**src/rtl/lifo_stack.sv**
```systemverilog
// lifo_stack: DEPTH x DATA_W synchronous stack with optional first-word-fall-through read port.
// Define LIFO_STACK_ERR_EN to add registered overflow/underflow pulse outputs err_ovf and err_unf.
module lifo_stack #(
  parameter string        FWFT_MODE = "FALSE",
  parameter int unsigned  DEPTH     = 8,
  parameter int unsigned  DATA_W    = 32,
  localparam int unsigned CNT_W     = $clog2(DEPTH + 1)
) (
  input  logic              clk,
  input  logic              nrst,
  input  logic              w_req,
  input  logic [DATA_W-1:0] w_data,
  input  logic              r_req,
  output logic [DATA_W-1:0] r_data,
  output logic [CNT_W-1:0]  cnt,
  output logic              empty,
  output logic              full
`ifdef LIFO_STACK_ERR_EN
  ,
  output logic              err_ovf,
  output logic              err_unf
`endif
);

  localparam int unsigned AW   = (DEPTH > 1) ? $clog2(DEPTH) : 1;
  localparam bit          FWFT = (FWFT_MODE == "TRUE");

  if ((FWFT_MODE != "TRUE") && (FWFT_MODE != "FALSE")) begin : g_bad_mode
    $error("lifo_stack: FWFT_MODE must be \"TRUE\" or \"FALSE\"");
  end

  if (DEPTH < 2) begin : g_bad_depth
    $error("lifo_stack: DEPTH must be at least 2");
  end

  logic [DATA_W-1:0] mem [DEPTH];

  logic              push_only;
  logic              pop_only;
  logic              replace;
  logic [AW-1:0]     wr_idx;
  logic [AW-1:0]     top_idx;
  logic [AW-1:0]     below_idx;
  logic [CNT_W-1:0]  cnt_n;
  logic [DATA_W-1:0] rdata_n;
  logic              mem_we;
  logic [AW-1:0]     mem_widx;

  // Request decode and next-state; flags and r_data are registered from these.
  always_comb begin
    push_only = w_req & ~full & (~r_req | empty);
    pop_only  = r_req & ~w_req & ~empty;
    replace   = w_req & r_req & ~empty;
    wr_idx    = AW'(cnt);
    top_idx   = AW'(cnt - CNT_W'(1));
    below_idx = AW'(cnt - CNT_W'(2));

    cnt_n    = cnt;
    rdata_n  = r_data;
    mem_we   = 1'b0;
    mem_widx = wr_idx;

    if (push_only) begin
      cnt_n    = cnt + CNT_W'(1);
      mem_we   = 1'b1;
      mem_widx = wr_idx;
    end else if (pop_only) begin
      cnt_n = cnt - CNT_W'(1);
    end else if (replace) begin
      mem_we   = 1'b1;
      mem_widx = top_idx;
    end

    // FWFT keeps r_data equal to the post-edge top of stack, so it stays a flop output.
    if (FWFT) begin
      if (push_only || replace) begin
        rdata_n = w_data;
      end else if (pop_only) begin
        rdata_n = (cnt > CNT_W'(1)) ? mem[below_idx] : '0;
      end
    end else begin
      if (pop_only || replace) begin
        rdata_n = mem[top_idx];
      end
    end
  end

  // Control state; storage below is deliberately left out of reset.
  always_ff @(posedge clk or negedge nrst) begin
    if (!nrst) begin
      cnt    <= '0;
      empty  <= 1'b1;
      full   <= 1'b0;
      r_data <= '0;
    end else begin
      cnt    <= cnt_n;
      empty  <= (cnt_n == '0);
      full   <= (cnt_n == CNT_W'(DEPTH));
      r_data <= rdata_n;
    end
  end

  always_ff @(posedge clk) begin
    if (mem_we) begin
      mem[mem_widx] <= w_data;
    end
  end

`ifdef LIFO_STACK_ERR_EN
  // A push with pop at full is a replace-top, so only a lone push counts as overflow.
  always_ff @(posedge clk or negedge nrst) begin
    if (!nrst) begin
      err_ovf <= 1'b0;
      err_unf <= 1'b0;
    end else begin
      err_ovf <= w_req & ~r_req & full;
      err_unf <= r_req & ~w_req & empty;
    end
  end
`endif

endmodule

```
**config.mk**
```make
export PLATFORM = sky130hd
export DESIGN_NAME = lifo_stack
export DESIGN_NICKNAME = d
export VERILOG_FILES = /design/src/rtl/lifo_stack.sv
export SDC_FILE = /design/constraint.sdc
export NUM_CORES = 1
export LEC_CHECK = 0
export BUFFER_PORTS_ARGS = -buffer_cell sky130_fd_sc_hd__buf_2
export CORE_MARGIN = 2
export CORE_UTILIZATION = 50
export CTS_BUF_LIST = sky130_fd_sc_hd__clkbuf_4 sky130_fd_sc_hd__clkbuf_8
export CTS_CLUSTER_DIAMETER = 80
export DETAILED_ROUTE_END_ITERATION = 8
export GPL_TIMING_DRIVEN = 0
export PLACE_DENSITY = 0.68
export SYNTH_ARGS = -nofsm -noshare
export SYNTH_HDL_FRONTEND = slang
export SYNTH_SLANG_ARGS = --single-unit
```
**constraint.sdc**
```tcl
create_clock -name clk -period 3.97 [get_ports clk]
set_clock_uncertainty 0.1 [all_clocks]
set_input_delay 0.794 -clock clk [delete_from_list [all_inputs] [get_ports clk]]
set_output_delay 0.794 -clock clk [all_outputs]
set_load 0.02 [all_outputs]
```
==> results of run 1 <==
-- critical path, stage by stage, from the launching register on --
cell	delay [ps]
dfstp_2	550
nand2b_1	100
clkbuf_1	370
clkbuf_1	430
nor3_1	80
o21ai_0	550
nor2_4	310
buf_16	270
-- cell type report --
type	count	area (sq um)
repair buffers	81	541
clock inverters	10	108
inverters	3	11.3
plain buffers	38	180
fillers	1701	9160
clock buffers	72	853
well taps	285	357
multi-input cells	320	2580
diodes	1	2.50
flip-flops and latches	294	8640
-- cells by family after synthesis --
| kind of cell | after synthesis | synth area share (%) |
|---|---|---|
| xor+xnor | 7 | 0.540 |
| buf+inv | 41 | 1.69 |
| flops | 294 | 76.1 |
| fa+ha+maj | 2 | 0.220 |
| mux | 128 | 11.9 |
| simple gates | 74 | 2.82 |
| compound gates | 109 | 6.67 |
-- state kept, by name, indices dropped and copies added, names as in the netlist --
signal  cells
r_data     32
full        1
mem       256
empty       1
cnt         4
-- report_power, final --
part	leakage, nW	internal (mW)	switching, mW
Combinational	1.52	1.63	2.70
Clock	0.508	1.49	1.10
Sequential	2.78	4.10	0.232
Total	4.81	7.23	4.03
-- worst paths after layout --
path | endpoint | slack [ps] | cells after the start
hold / removal | r_data[8] | 350 | 1
setup / recovery | mem[7][17] | 960 | 7
hold reg to reg | r_data[2] | 380 | 2
max in group asynchronous | r_data[19] | 2750 | 1
setup reg to reg | mem[7][17] | 960 | 7
min in group clk | r_data[2] | 380 | 2
-- metal layers --
| metal | global-route usage [%] | up-vias |
|---|---|---|
| li1 | - | 2844 |
| met1 | 26.6 | 3189 |
| met2 | 36.4 | 263 |
| met4 | 8.29 | 2 |
| met3 | 4.51 | 58 |
| met5 | 0 | - |
-- cell usage in the layout, fill, tap and decap left out, drive strengths merged, types with 4 or more instances in the layout --
master / n
xnor2: 5
clkbuf: 86
dfrtp: 37
mux2: 60
o211ai: 4
o21ai: 39
mux2i: 68
nor2: 16
a221o: 28
edfxtp: 256
nand2: 42
o22ai: 28
clkinv: 7
a22oi: 4
buf: 105
-- per-stage QoR --
step | area [sq um] | setup slack (ps) | hold slack (ps) | power [mW]
after CTS | 13300 | 932 | 340 | 11.4
after detailed placement | 12300 | 649 | 373 | 8.76
final | 13300 | 956 | 352 | 11.3
after global routing | 13300 | 722 | 376 | 11.8
after global placement | 12100 | -1210 | 367 | 8.50
after floorplan | 11400 | 481 | 398 | 7.19
==> flow_metrics.py, run 1 <==
metrics = {
    "global_route": {
        "grt.overflow.total": 0,
        "grt_pass1_vias": 6585,
        "gr-usage-all-layers_pct": 21.2,
        "grt_pass1_wl_um": 37500,
        "antenna_found_initial": 1,
        "grt_max_degree": 39,
    },
    "drt": {
        "routed_wl_um": 25200,
        "num_vias": 6356,
        "first_pass_iters": 5,
        "wl_met2_um": 12600,
        "ant_nets": 0,
        "wl_per_cell_um": 22.8,
        "via_per_inst": 5.76,
        "post-route-drc-count": 0,
        "route.met3.wl_um": 1760,
        "highest_layer": "met5",
        "wl_met1_um": 10200,
        "drt_iter0_drc": 547,
    },
    "synth": {
        "synth_cells": 655,
        "syn_avg_cell_area_sq_um": 17.3,
        "synth_area_sq_um": 11400,
        "synth_top_area_share_pct": 67.7,
        "yosys_register_bits": 294,
        "synth_edf_count": 256,
        "synth_cell_type_count": 38,
        "synth_top_area_cell": "edfxtp_1",
        "synth_most_common_cell": "edfxtp_1",
        "synth_seq_area_share_pct": 76.1,
        "ys_async_sr_fraction_pct": 12.9,
        "synth_common_cells": "edfxtp_1, mux2i_1, mux2_2, nand2_1, dfrtp_1",
        "synth_fp_nets": 693,
        "synth-main-ff-cell": "edfxtp_1",
        "synth_top_cells_by_area": "edfxtp_1, dfrtp_1, mux2i_1, mux2_2, a221o_1",
        "ys.warnings.count": 0,
    },
    "floorplanning": {
        "dieArea_sq_um": 23900,
        "initial_core_util_pct": 50.6,
        "die_w_um": 155,
        "rows": 55,
        "core_sq_um": 22400,
        "die_h_um": 155,
        "ioPinCount": 74,
    },
    "layout": {
        "fin_cells": 1104,
        "drive_above_1_share_pct": 30.2,
        "final_nets": 821,
        "final_util_pct": 59.2,
        "syn_to_final_growth_pct": 16.9,
    },
    "place": {
        "place_inst": 1021,
        "numPortBuffers": 73,
        "gp_congestion": 0.777,
        "dpl.hpwl_um": 15400,
    },
    "cts": {
        "post_cts_resized": 0,
        "cts_buffer_depth": 3,
        "cts_tree": "done",
        "clock-sinks": 294,
        "numCtsBuffers": 45,
        "clk_pin_slew_ps": 60,
        "ctsRootBufferMaster": "clkbuf_8",
        "hold_buffers": 0,
        "htree_levels": 2,
        "cts_setup_buffers": 0,
        "clk_latency_ps": 560,
    },
    "timing": {
        "rsz0062_at_grt": "no",
        "post-route-min-period_ps": 3010,
        "setup_viol": 0,
        "hold_viol": 0,
        "max_slew.worst_pin.slew_ps": 1090,
        "period_share_pct": 75.9,
        "max_freq_mhz": 332,
        "relSlewSlack_pct": 27.7,
        "finalSetupTns_ps": 0,
        "report.final.slew_viol_count": 0,
    },
    "power_and_ir_drop": {
        "power.density_nw_per_um2": 848,
        "vdd_drop_max_mv": 0.387,
        "p_leak_nw": 4.81,
    },
    "critical_path": {
        "crit_fanout": 18,
        "critPathKind": "register to register",
        "start_kind": "register",
        "cp.required_ps": 4160,
        "rr_startpoint": "empty",
        "cp-startpoint": "empty",
        "arrival_ps": 3210,
        "cp-end-kind": "register",
    },
    "run_status": {
        "status": "finished clean",
    },
    "job": {
        "maxCapViolCount": 0,
    },
    "hold_path": {
        "hold_path.class": "input pin to asynchronous set/reset pin",
    },
}
No activity file was read; power rests on OpenSTA's default activity.
==> run 2, diff against run 1 <==
ABC_AREA = 1   (was default)
clock period = 2.8 ns   (was 3.97 ns; I/O delays follow)
==> run 2 against run 1 <==
Total power is 54% higher. Via count grew 23%. Sequential share of layout area fell by 3.4 points. Global-route usage grew 3.6 points. Wire length rose by 18%. Highest routed layer is now met4. Synthesized cell count grew 37%. Critical path type unchanged. Clock-buffer cell count is 11 higher. Worst hold slack worse by 250 ps.
==> flow_metrics.py, run 2 <==
metrics = {
    "power_and_ir_drop": {
        "switching_power_mw": 7.01,
        "power.share.switching_pct": 40.3,
        "p_leak_nw": 5.29,
        "pwr-share-seq_pct": 34.8,
        "vdd_drop_max_mv": 0.688,
        "clockPowerShare_pct": 22.3,
        "power.density_nw_per_um2": 1240,
        "combinationalPowerShare_pct": 42.9,
        "p_int_mw": 10.4,
    },
    "synth": {
        "synth_cells": 898,
        "ys_async_sr_fraction_pct": 12.9,
        "synth_most_common_cell": "edfxtp_1",
        "synth_edf_count": 256,
        "ys.warnings.count": 0,
        "syn_avg_cell_area_sq_um": 12.9,
        "synth-main-ff-cell": "edfxtp_1",
        "synth_top_area_cell": "edfxtp_1",
        "yosys_register_bits": 294,
        "synth_fp_nets": 936,
        "synth_seq_area_share_pct": 74.5,
        "synth_area_sq_um": 11600,
        "synth_cell_type_count": 26,
        "synth_common_cells": "edfxtp_1, nand2_1, o211ai_1, o21ai_0, nor2_1",
        "synth_top_cells_by_area": "edfxtp_1, dfrtp_1, o211ai_1, o21ai_0, nand2_1",
        "synth_top_area_share_pct": 66.3,
    },
    "drt": {
        "routed_wl_um": 29600,
        "via_per_inst": 5.68,
        "ant_nets": 0,
        "first_pass_iters": 5,
        "drt_iter0_drc": 714,
        "wl_per_cell_um": 21.4,
        "num_vias": 7846,
        "post-route-drc-count": 0,
    },
    "cts": {
        "hold_buffers": 0,
        "clk_latency_ps": 550,
        "cts_tree": "done",
        "numCtsBuffers": 49,
        "clock-sinks": 294,
        "ctsRootBufferMaster": "clkbuf_8",
        "htree_levels": 2,
        "clk_pin_slew_ps": 60,
        "cts_buffer_depth": 3,
    },
    "timing": {
        "period_share_pct": 97.1,
        "relSlewSlack_pct": 30.8,
        "post-route-min-period_ps": 2720,
        "setup_ws_ps": 81.7,
        "report.final.slew_viol_count": 0,
        "max_slew.worst_pin.slew_ps": 1040,
        "max_freq_mhz": 368,
        "finalSetupTns_ps": 0,
        "setup_viol": 0,
        "rsz0062_at_grt": "no",
        "hold_viol": 0,
    },
    "layout": {
        "reg_top3": "mem: 256 flops, r_data: 32 flops, cnt: 4 flops",
        "fin_cells": 1381,
        "fin_area_sq_um": 14000,
        "largest_reg_flops": 256,
        "final.fill_count": 1710,
        "regMostFlops": "mem",
        "final_common_cell": "edfxtp_1",
        "final_cell_mix": "edfxtp_1, nand2_1, o21ai_0, o211ai_1, buf_2",
        "final_nets": 1093,
        "drive_above_1_share_pct": 22.6,
        "syn_to_final_growth_pct": 20.7,
    },
    "global_route": {
        "grt_pass1_wl_um": 44500,
        "gr-usage-all-layers_pct": 24.8,
        "grt_pass1_vias": 7758,
        "grt_max_degree": 39,
        "gr-max-usage-layer": "met2",
        "antenna_found_initial": 1,
        "met1_usage_pct": 32.6,
        "grt.overflow.total": 0,
        "use_met2_pct": 41.8,
        "met3_usage_pct": 4.15,
    },
    "hold_path": {
        "hold_path.class": "input pin to asynchronous set/reset pin",
    },
    "floorplanning": {
        "dieArea_sq_um": 24400,
        "die_h_um": 156,
        "initial_core_util_pct": 51.1,
        "die_w_um": 156,
        "rows": 55,
        "core_sq_um": 22700,
        "ioPinCount": 74,
    },
    "critical_path": {
        "cp-end-kind": "register",
        "cp.buffers_inverters": 6,
        "cp_top_family": "buffers and inverters",
        "slowest_delay_ps": 450,
        "crit_slowest_cell": "dfrtp_2",
        "critPathKind": "register to register",
        "crit_fanout": 10,
        "crit_chain": "buf_6 -> inv_2 -> buf_6 -> ha_2 -> buf_4 -> buf_6 -> o21ai_4 -> nand2_4 -> nor2_4 -> buf_12",
        "start_kind": "register",
        "crit_top_cell": "buf_6",
        "r2r_setup_slack_ps": 80,
        "cp.required_ps": 2960,
        "arrival_ps": 2880,
    },
    "place": {
        "place_inst": 1258,
        "dpl.hpwl_um": 16400,
        "placed_cell_area_sq_um": 12400,
        "gp_congestion": 0.803,
        "place_ws_ps": -804,
        "numPortBuffers": 73,
    },
    "run_status": {
        "status": "finished clean",
    },
    "job": {
        "maxCapViolCount": 0,
    },
}
## run 2: changes by cell type after synthesis, moves of 31 or more
cell	change
inv_1	+70
mux2_2	-54
mux2i_1	-68
nand2_1	+79
nand3_1	+34
nor2_1	+67
o211ai_1	+92
o21ai_0	+90
o21ai_1	-31
## run 2: metrics by stage
stage / util (%) / power (mW) / hold WS [ps]
CTS: 61.5 / 17.3 / 132
finish: 61.7 / 17.4 / 98.2
floorplan: - / 10.5 / 164
global route: 61.6 / 18.3 / 171
global placement: 54.5 / 12.7 / 357
detailed placement: 54.8 / 12.9 / 360
## run 2: power by group through the flow
stage / Combinational, mW / Clock (mW) / Sequential, mW
after floorplan: 4.01 / 0 / 6.45
after global placement: 6.56 / 0 / 6.14
after detailed placement: 6.74 / 0 / 6.15
after CTS: 7.36 / 3.90 / 6.05
after global routing: 8.11 / 4.10 / 6.13
final: 7.46 / 3.87 / 6.05
## run 2: layout make-up
cell class,instances,area (sq um),area share (%)
flip-flops and latches,294,8640,61.7
multi-input cells,480,2600,18.6
clock buffers,83,998,7.13
repair buffers,100,783,5.59
well taps,285,357,2.55
plain buffers,54,292,2.08
inverters,76,285,2.04
clock inverters,8,40.0,0.286
diodes,1,2.50,0.0179
## run 2: final timing paths
check / startpoint / endpoint / cells after the start
worst max register to register: cnt[0] / mem[2][18] / 10
min in group clk: w_data[27] / mem[6][27] / 1
max in group asynchronous: nrst / cnt[0] / 1
worst min register to register: r_data[27] / r_data[27] / 2
worst min-delay path: nrst / r_data[3] / 1
worst max-delay path: cnt[0] / mem[2][18] / 10
## run 2: per-layer routing
metal,vias up,part of all wire (%)
met1,3819,40
met3,73,7.9
met5,-,0
li1,3560,-
met4,0,3.0
met2,394,49
## run 2: repair_timing
item / 4_1_cts / 5_1_grt
setup endpoints to repair: 287 / 267
gates resized for setup: 22 / 8
pin swaps: 16 / 1
buffers inserted: 25 / 0
gates cloned: 6 / 0
## run 2: worst reg2reg max path: stages (launching register included)
cell	delay, ps
dfrtp_2	450
buf_6	160
inv_2	110
buf_6	180
ha_2	290
buf_4	180
buf_6	170
o21ai_4	230
nand2_4	150
nor2_4	230
buf_12	180
## run 2: kinds of logic (layout without fill, tap and decap cells)
family / after synthesis / count (layout) / share of synthesized area [%]
AO/OA/AOI/OAI: 224 / 224 / 11.7
buffers and inverters: 130 / 321 / 4.84
XOR/XNOR: 3 / 3 / 0.291
flip-flops: 294 / 294 / 74.5
adder cells (fa/ha/maj): 2 / 2 / 0.216
AND/OR/NAND/NOR: 245 / 251 / 8.44
other: 0 / 1 / 0
==> run 3, diff against run 2 <==
CORE_ASPECT_RATIO = 0.5   (was default)
==> run 3 against run 2 <==
Total power shrank 0.23%. The run now ends with setup timing left. Largest power group unchanged. Fmax shrank 3.7%. Register-to-register slack lost 100 ps. Critical path depth grew 2. Worst hold slack lost 3.3 ps. Clock power shrank 8.8%.
==> flow_metrics.py, run 3 (synthesis results as in run 2) <==
metrics = {
    "run_status": {
        "status": "complete, but fails checks",
        "violations": "setup timing",
    },
    "global_route": {
        "grt.overflow.total": 0,
        "grt_pass1_wl_um": 45900,
        "grt_pass1_vias": 7761,
        "gr-usage-all-layers_pct": 25.7,
        "antenna_found_initial": 0,
        "grt_max_degree": 39,
    },
    "cts": {
        "cts_tree": "done",
        "clk_latency_ps": 560,
        "numCtsBuffers": 42,
        "clk_pin_slew_ps": 70,
        "hold_buffers": 0,
        "clock-sinks": 294,
        "cts_buffer_depth": 3,
        "ctsRootBufferMaster": "clkbuf_8",
        "htree_levels": 2,
    },
    "power_and_ir_drop": {
        "clockPowerShare_pct": 20.3,
        "p_leak_nw": 5.30,
        "pwr-share-seq_pct": 35.0,
        "power.density_nw_per_um2": 1240,
        "power_mw": 17.3,
        "combinationalPowerShare_pct": 44.7,
        "vdd_drop_max_mv": 0.683,
        "p_int_mw": 10.1,
        "switching_power_mw": 7.21,
        "power.share.switching_pct": 41.6,
    },
    "floorplanning": {
        "ioPinCount": 74,
        "die_w_um": 219,
        "rows": 39,
        "dieArea_sq_um": 24500,
        "die_h_um": 112,
        "initial_core_util_pct": 50.9,
        "core_sq_um": 22800,
    },
    "layout": {
        "final_nets": 1106,
        "reg_top3": "mem: 256 flops, r_data: 32 flops, cnt: 4 flops",
        "register_area_sq_um": 8640,
        "final_common_cell": "edfxtp_1",
        "final.fill_count": 1655,
        "fin_area_sq_um": 14000,
        "drive_above_1_share_pct": 23.3,
        "final_cell_mix": "edfxtp_1, nand2_1, o21ai_0, o211ai_1, buf_2",
        "largest_reg_flops": 256,
        "multi_input_area_sq_um": 2600,
        "regMostFlops": "mem",
        "antenna_cells": 0,
        "syn_to_final_growth_pct": 20.5,
    },
    "critical_path": {
        "r2r_setup_slack_ps": -20,
        "critPathKind": "register to register",
        "cp-startpoint": "cnt[0]",
        "timing.critical_path.to": "mem[4][12]",
        "arrival_ps": 3020,
        "cp-end-kind": "register",
        "cp.required_ps": 3000,
        "r2r_cells": 12,
        "rr_startpoint": "cnt[0]",
        "r2r-end": "mem[4][12]",
        "crit_fanout": 12,
        "start_kind": "register",
    },
    "timing": {
        "hold_viol": 0,
        "relSlewSlack_pct": 29.1,
        "max_freq_mhz": 354,
        "rsz0062_at_grt": "yes",
        "post-route-min-period_ps": 2820,
        "period_share_pct": 101,
        "finalSetupTns_ps": -206,
        "max_slew.worst_pin.slew_ps": 1060,
        "setup_viol": 17,
        "setup_ws_ps": -22.3,
        "report.final.slew_viol_count": 0,
    },
    "job": {
        "maxCapViolCount": 0,
    },
    "drt": {
        "num_vias": 7937,
        "via_per_inst": 5.63,
        "first_pass_iters": 5,
        "ant_nets": 0,
        "drt_iter0_drc": 1063,
        "routed_wl_um": 31200,
        "wl_per_cell_um": 22.1,
        "post-route-drc-count": 0,
    },
    "place": {
        "numPortBuffers": 73,
        "place_ws_ps": -863,
        "gp_congestion": 0.792,
        "dpl.hpwl_um": 16600,
        "placed_cell_area_sq_um": 12500,
    },
    "hold_path": {
        "hold_path.class": "input pin to asynchronous set/reset pin",
    },
}
[run 3: changes by cell type in the layout (fill, tap and decap cells not counted), moves of 2 or more]
cell	delta
buf_16	-2
buf_6	+6
clkbuf_8	-9
clkbuf_4	-4
clkbuf_2	+3
clkbuf_1	-3
buf_12	-4
buf_4	+17
[run 3: repair_timing]
| action | 4_1_cts | 5_1_grt |
|---|---|---|
| setup buffers | 36 | 7 |
| gates cloned | 6 | 2 |
| gates resized for setup | 20 | 21 |
| pin swaps | 14 | 4 |
| setup endpoints to repair | 286 | 288 |
[run 3: worst min path at each step]
stage | from | cells after the start | endpoint
global route | w_data[20] | 1 | mem[2][20]
CTS | nrst | 1 | r_data[19]
detailed placement | r_data[19] | 2 | r_data[19]
global placement | r_data[31] | 2 | r_data[31]
finish | nrst | 1 | r_data[19]
floorplan | nrst | 0 | cnt[0]
[run 3: worst max-delay path: stages (launching register included)]
cell and delay, ps:
dfrtp_2 420, buf_6 170, inv_2 80, buf_8 160
ha_1 260, xnor2_4 280, inv_2 160, o21ai_4 240
inv_1 180, nand2_4 140, nor2_4 40, buf_4 170
buf_12 160
[run 3: power by group through the flow]
| stage | Combinational, mW | Sequential, mW | Clock [mW] |
|---|---|---|---|
| floorplan | 4.01 | 6.45 | 0 |
| global placement | 6.60 | 6.15 | 0 |
| detailed placement | 6.78 | 6.17 | 0 |
| CTS | 7.34 | 6.07 | 3.54 |
| global route | 8.33 | 6.14 | 3.76 |
| finish | 7.76 | 6.06 | 3.53 |
[run 3: area by class of cell]
| cell class | instances | share of cell area [%] |
|---|---|---|
| plain buffers | 54 | 2.14 |
| clock buffers | 69 | 5.99 |
| clock inverters | 9 | 0.349 |
| inverters | 76 | 2.04 |
| multi-input cells | 480 | 18.6 |
| flip-flops and latches | 294 | 61.8 |
| well taps | 307 | 2.75 |
| repair buffers | 120 | 6.35 |
[run 3: metrics by stage]
step / util (%) / hold slack (ps) / instances
after floorplan: - / 164 / 898
after global placement: 54.4 / 359 / 1278
after detailed placement: 54.6 / 360 / 1280
after CTS: 60.7 / 116 / 1400
after global routing: 61.3 / 155 / 1409
final: 61.3 / 94.9 / 1409
[run 3: metal layers]
| metal | global-route usage, % | up-vias | share of wire, % |
|---|---|---|---|
| li1 | - | 3584 | - |
| met1 | 37.0 | 3850 | 41 |
| met2 | 39.0 | 431 | 45 |
| met3 | 6.20 | 72 | 12 |
| met4 | 7.84 | 0 | 2.4 |
| met5 | 0 | - | 0 |
